[src/rtl/reg_pc.sv]
// Program-counter register for the fetch path: synchronous active-low reset,
// then load, then increment, else hold. data_out is driven straight from the flops.
module reg_pc #(
  parameter int               WIDTH       = 16,
  parameter logic [WIDTH-1:0] RESET_VALUE = '0,
  parameter logic [WIDTH-1:0] INC_STEP    = {{(WIDTH-1){1'b0}}, 1'b1}
) (
  input  logic             clk,
  input  logic             reset,
  input  logic             load_enable,
  input  logic             inc,
  input  logic [WIDTH-1:0] data_in,
  output logic [WIDTH-1:0] data_out
);

  logic [WIDTH-1:0] pc;

  // Reset is tested first so unknowns on load_enable/inc cannot leak into pc.
  // The sum keeps WIDTH bits, which discards the carry and wraps the PC.
  always_ff @(posedge clk) begin
    if (!reset)           pc <= RESET_VALUE;
    else if (load_enable) pc <= data_in;
    else if (inc)         pc <= pc + INC_STEP;
  end

  assign data_out = pc;

endmodule

[config.mk]
export PLATFORM = sky130hd
export DESIGN_NAME = reg_pc
export DESIGN_NICKNAME = d
export VERILOG_FILES = /design/src/rtl/reg_pc.sv
export SDC_FILE = /design/constraint.sdc
export NUM_CORES = 1
export LEC_CHECK = 0
export ABC_AREA = 1
export CAP_MARGIN = 30
export CORE_ASPECT_RATIO = 0.75
export CORE_UTILIZATION = 47
export CTS_CLUSTER_DIAMETER = 30
export CTS_CLUSTER_SIZE = 12
export DETAILED_ROUTE_END_ITERATION = 6
export GPL_ROUTABILITY_DRIVEN = 0
export PLACE_DENSITY = 0.82
export SLEW_MARGIN = 15
export SYNTH_ARGS = -nofsm -noshare
export SYNTH_HDL_FRONTEND = slang
export SYNTH_SLANG_ARGS = --single-unit
[constraint.sdc]
create_clock -name clk -period 2.7 [get_ports clk]
set_input_delay 0.81 -clock clk [delete_from_list [all_inputs] [get_ports clk]]
set_output_delay 0.81 -clock clk [all_outputs]
set_load 0.05 [all_outputs]
* After elaboration in Yosys (flattened, before gate mapping)
Index checks and enable logic that the tools add are counted.
Word-level totals: bits in registers 16, bits of input ports 20, output and inout port bits 16
Cells by class: add/sub/neg operators 1, mux-type cells 2, reduce and logical (&&, ||, !) cells 1
Operators with widths (number):
- $mux W16 | 2
- $add A16 B1 Y16 const B | 1
- $reduce_bool A2 Y1 | 1

* Longest topological paths before layout
depth after elaboration 3, gate-level depth with buffers 8, mapped depth without buffers 8

* Worst setup path after synthesis
No wires, ideal clock.
kind register -> register, from register pc[0], in the netlist data_out[0], to register pc[10], in the netlist data_out[10], library setup time 0.132 ns, arrival time 1.550 ns, path slack 1.017 ns, stages on the path, launching flop included 9, clock period less this slack 1.683 ns, cell sequence dfxtp_1 -> ha_1 -> nand3_2 -> inv_1 -> nand2_1 -> nor2_1 -> nand2_1 -> nand3_1 -> a21oi_1
Between the ends: cells in the longest elaborated chain, start to end 3
Ends and longest elaborated chain:
- start, declared | RTL line 16 | logic [WIDTH-1:0] pc;
- start signal, assigned | RTL line 22 | else if (load_enable) pc <= data_in;
- start signal, assigned | RTL line 23 | else if (inc) pc <= pc + INC_STEP;
- $add A16 B1 Y16 | RTL line 23
- $mux W16 | RTL line 23
- $mux W16 | RTL line 22
No other way between the ends. The select of a mux whose other input is x is not followed. A chain may end at the register's enable or synchronous reset.

* Final worst setup path
from register pc[8], in the netlist data_out[8], to output data_out[8]
RTL lines:
- end, declared | RTL line 13 | output logic [WIDTH-1:0] data_out
No word-level cell between the ends.

==> flow_summary.json <==
{
  "numCtsBuffers": 3,
  "drive_above_1_share_pct": 10.8,
  "multi_input_area_um2": 614,
  "path_class": "reg2out",
  "ant_nets": 0,
  "synth-adder-area-share_pct": 1.24,
  "r2r-start": "data_out[0]",
  "h-tree-depth": 1,
  "p_leak_uw": 0.000560,
  "initial_core_util_pct": 50.2,
  "drv_slew": 0,
  "path_max_fanout": 5,
  "hold_viol": 0,
  "min_path_type": "reg2reg",
  "fp.dieH_um": 42.2,
  "yosysWarnings": 0,
  "yosysSeqAreaShare_pct": 31.6,
  "port_buffers": 35,
  "yosys.area_share.simple_pct": 33.1,
  "period_needed_ns": 2.42,
  "final_nets": 208,
  "power.density_nw_per_um2": 424,
  "track_usage_pct": 25.8,
  "dp_hpwl_mm": 2.12,
  "overflow": 0,
  "area_growth_pct": 41.3,
  "grt_max_degree": 13,
  "clock_latency_ns": 0.30,
  "muxShareOfSynthArea_pct": 0,
  "setup_tns_ns": 0,
  "finalPower_uw": 606,
  "synthXorXnorAreaFrac_pct": 6.06,
  "holdCritStartpoint": "data_out[4]",
  "synth_seq_cells": 16,
  "die_x_um": 55.6,
  "r2r_cells": 8,
  "grt_pass1_vias": 1046,
  "wl_mm": 2.82,
  "largest_register_ffs": 16,
  "syn_inst": 148,
  "maxCapViolations": 0,
  "cp.arrival_ns": 1.61,
  "avgViaCountPerCell": 5.39,
  "core_um2": 2010,
  "cts_setup_buffers": 0,
  "cts_buffer_depth": 2,
  "synth_compound_area_share_pct": 20.3,
  "cts_tree": "built",
  "worst_pin_slew_ns": 0.505,
  "startpoint_type": "register",
  "grt_pass1_wl_mm": 4.75,
  "crit_family": "buffers and inverters",
  "insertedDiodeCount": 0,
  "r2r_slack_ns": 1.26,
  "slew_headroom_pct": 66.2,
  "fp-row-count": 14,
  "cts_hold_buf": 0,
  "status": "finished clean",
  "cts_root_buf": "clkbuf_4",
  "max_freq_mhz": 413,
  "rsz0062_at_grt": "false",
  "synth_top_family_by_area": "simple AND/OR/NAND/NOR gates",
  "dieArea_um2": 2350,
  "dr.pass1.iters": 6,
  "cp.required_ns": 1.89,
  "period_share_pct": 89.7,
  "num_vias": 1132,
  "drt_iter0_markers": 58,
  "ir_worst_vdd_uv": 328,
  "n_fill_cell": 184,
  "io_pins": 36,
  "r2r-end": "data_out[10]",
  "endpoint_kind": "output port",
  "cts.sinks": 16,
  "route.detailed.drc": 0,
  "seq_area_um2": 320,
  "synth_area_per_cell_um2": 6.84,
  "syn-num-nets": 169,
  "crit_slowest_cell": "clkdlybuf4s50_1",
  "holdPathStages": 2,
  "skew_ns": 0.0116,
  "final_core_util_pct": 71.0,
  "synth_cell_types": 23,
  "critical-path-max-stage-delay_ns": 0.85,
  "whs_endpoint": "data_out[4]",
  "wl_per_cell_um": 13.4,
  "syn_area_um2": 1010,
  "post_cts_resized": 0,
  "critical_path.cell_chain": "clkdlybuf4s50_1",
  "setup-violations-final": 0,
  "clkSlewWorstSetupHoldPaths_ns": 0.11,
  "antenna_found_initial": 0,
  "worst-path-buf-inv": 1
}
==> kinds of logic after synthesis <==
kind of cell             Yosys count
AO/OA/AOI/OAI                     33
XOR/XNOR                           7
adder cells (fa/ha/maj)            1
buffers and inverters             19
flip-flops                        16
AND/OR/NAND/NOR                   72
==> area by class of cell <==
cell class | count | share of cell area (%)
inverter | 15 | 3.94
clock buffer | 4 | 2.54
multi-input combinational | 113 | 43.0
sequential | 16 | 22.4
tap | 24 | 2.10
timing repair buffer | 38 | 26.1
==> worst register-to-register path, stage by stage (launching register included) <==
cell     delay, ns
dfxtp_1       0.43
ha_1          0.24
nand3_2       0.12
inv_1         0.14
nand2_1       0.10
nor2_1        0.09
nand2_1       0.05
nand3_1       0.08
a21oi_1       0.07
==> report_power, final <==
| group | internal, uW | switching [uW] |
|---|---|---|
| Clock | 82.3 | 83.2 |
| Sequential | 251 | 22.8 |
| Combinational | 71.5 | 95.2 |
| Total | 405 | 201 |
==> how the worst max path moves through the flow <==
stage | cells after the start | slack [ns] | endpoint | start
after floorplan | 8 | 1.02 | data_out[10] | data_out[0]
after global placement | 6 | 0.44 | data_out[13] | load_enable
after detailed placement | 6 | 0.38 | data_out[12] | load_enable
after CTS | 1 | 0.27 | data_out[8] | data_out[8]
after global routing | 1 | 0.23 | data_out[5] | data_out[5]
final | 1 | 0.28 | data_out[8] | data_out[8]
==> Yosys cell counts <==
| master | instances | area, um2 |
|---|---|---|
| nor2_2 | 6 | 37.5 |
| a21oi_1 | 13 | 65.1 |
| nand2_1 | 34 | 128 |
| o21ai_0 | 4 | 20.0 |
| buf_4 | 1 | 7.51 |
| ha_1 | 1 | 12.5 |
| nand2_2 | 4 | 25.0 |
| dfxtp_1 | 16 | 320 |
| inv_1 | 15 | 56.3 |
| nor2_1 | 8 | 30.0 |
| a22oi_1 | 10 | 75.1 |
| a31oi_1 | 1 | 6.26 |
| nand4_1 | 3 | 18.8 |
| nand3_2 | 1 | 10.0 |
| buf_2 | 2 | 10.0 |
| o21bai_2 | 1 | 11.3 |
| clkbuf_1 | 1 | 3.75 |
| o21ai_1 | 1 | 5.00 |
| nand3_1 | 15 | 75.1 |
| o21bai_1 | 3 | 22.5 |
| xor2_1 | 5 | 43.8 |
| xnor2_1 | 2 | 17.5 |
| nor2_4 | 1 | 11.3 |
==> cell usage in the layout (no fill, tap or decap), drive strengths merged <==
cell type,n
nand3,16
clkdlybuf4s50,35
buf,3
o21bai,4
inv,15
xnor2,2
ha,1
nand2,38
a21oi,13
nor2,15
dfxtp,16
o21ai,5
a31oi,1
nand4,3
a22oi,10
xor2,5
clkbuf,4
==> per-layer routing <==
layer | routed length, um | track usage, %
met5 | 0 | 0
met4 | 11 | 3.50
met3 | 220 | 6.79
met2 | 1320 | 44.3
met1 | 1270 | 33.5
==> stage by stage <==
| stage | hold slack, ns | setup slack [ns] | cell area, um2 | cells |
|---|---|---|---|---|
| floorplan | 0.756 | 1.02 | 1010 | 148 |
| global placement | 0.560 | 0.442 | 1390 | 206 |
| detailed placement | 0.579 | 0.382 | 1390 | 206 |
| CTS | 0.597 | 0.269 | 1430 | 210 |
| global route | 0.627 | 0.229 | 1430 | 210 |
| finish | 0.591 | 0.279 | 1430 | 210 |
No activity file was read; power rests on OpenSTA's default activity.
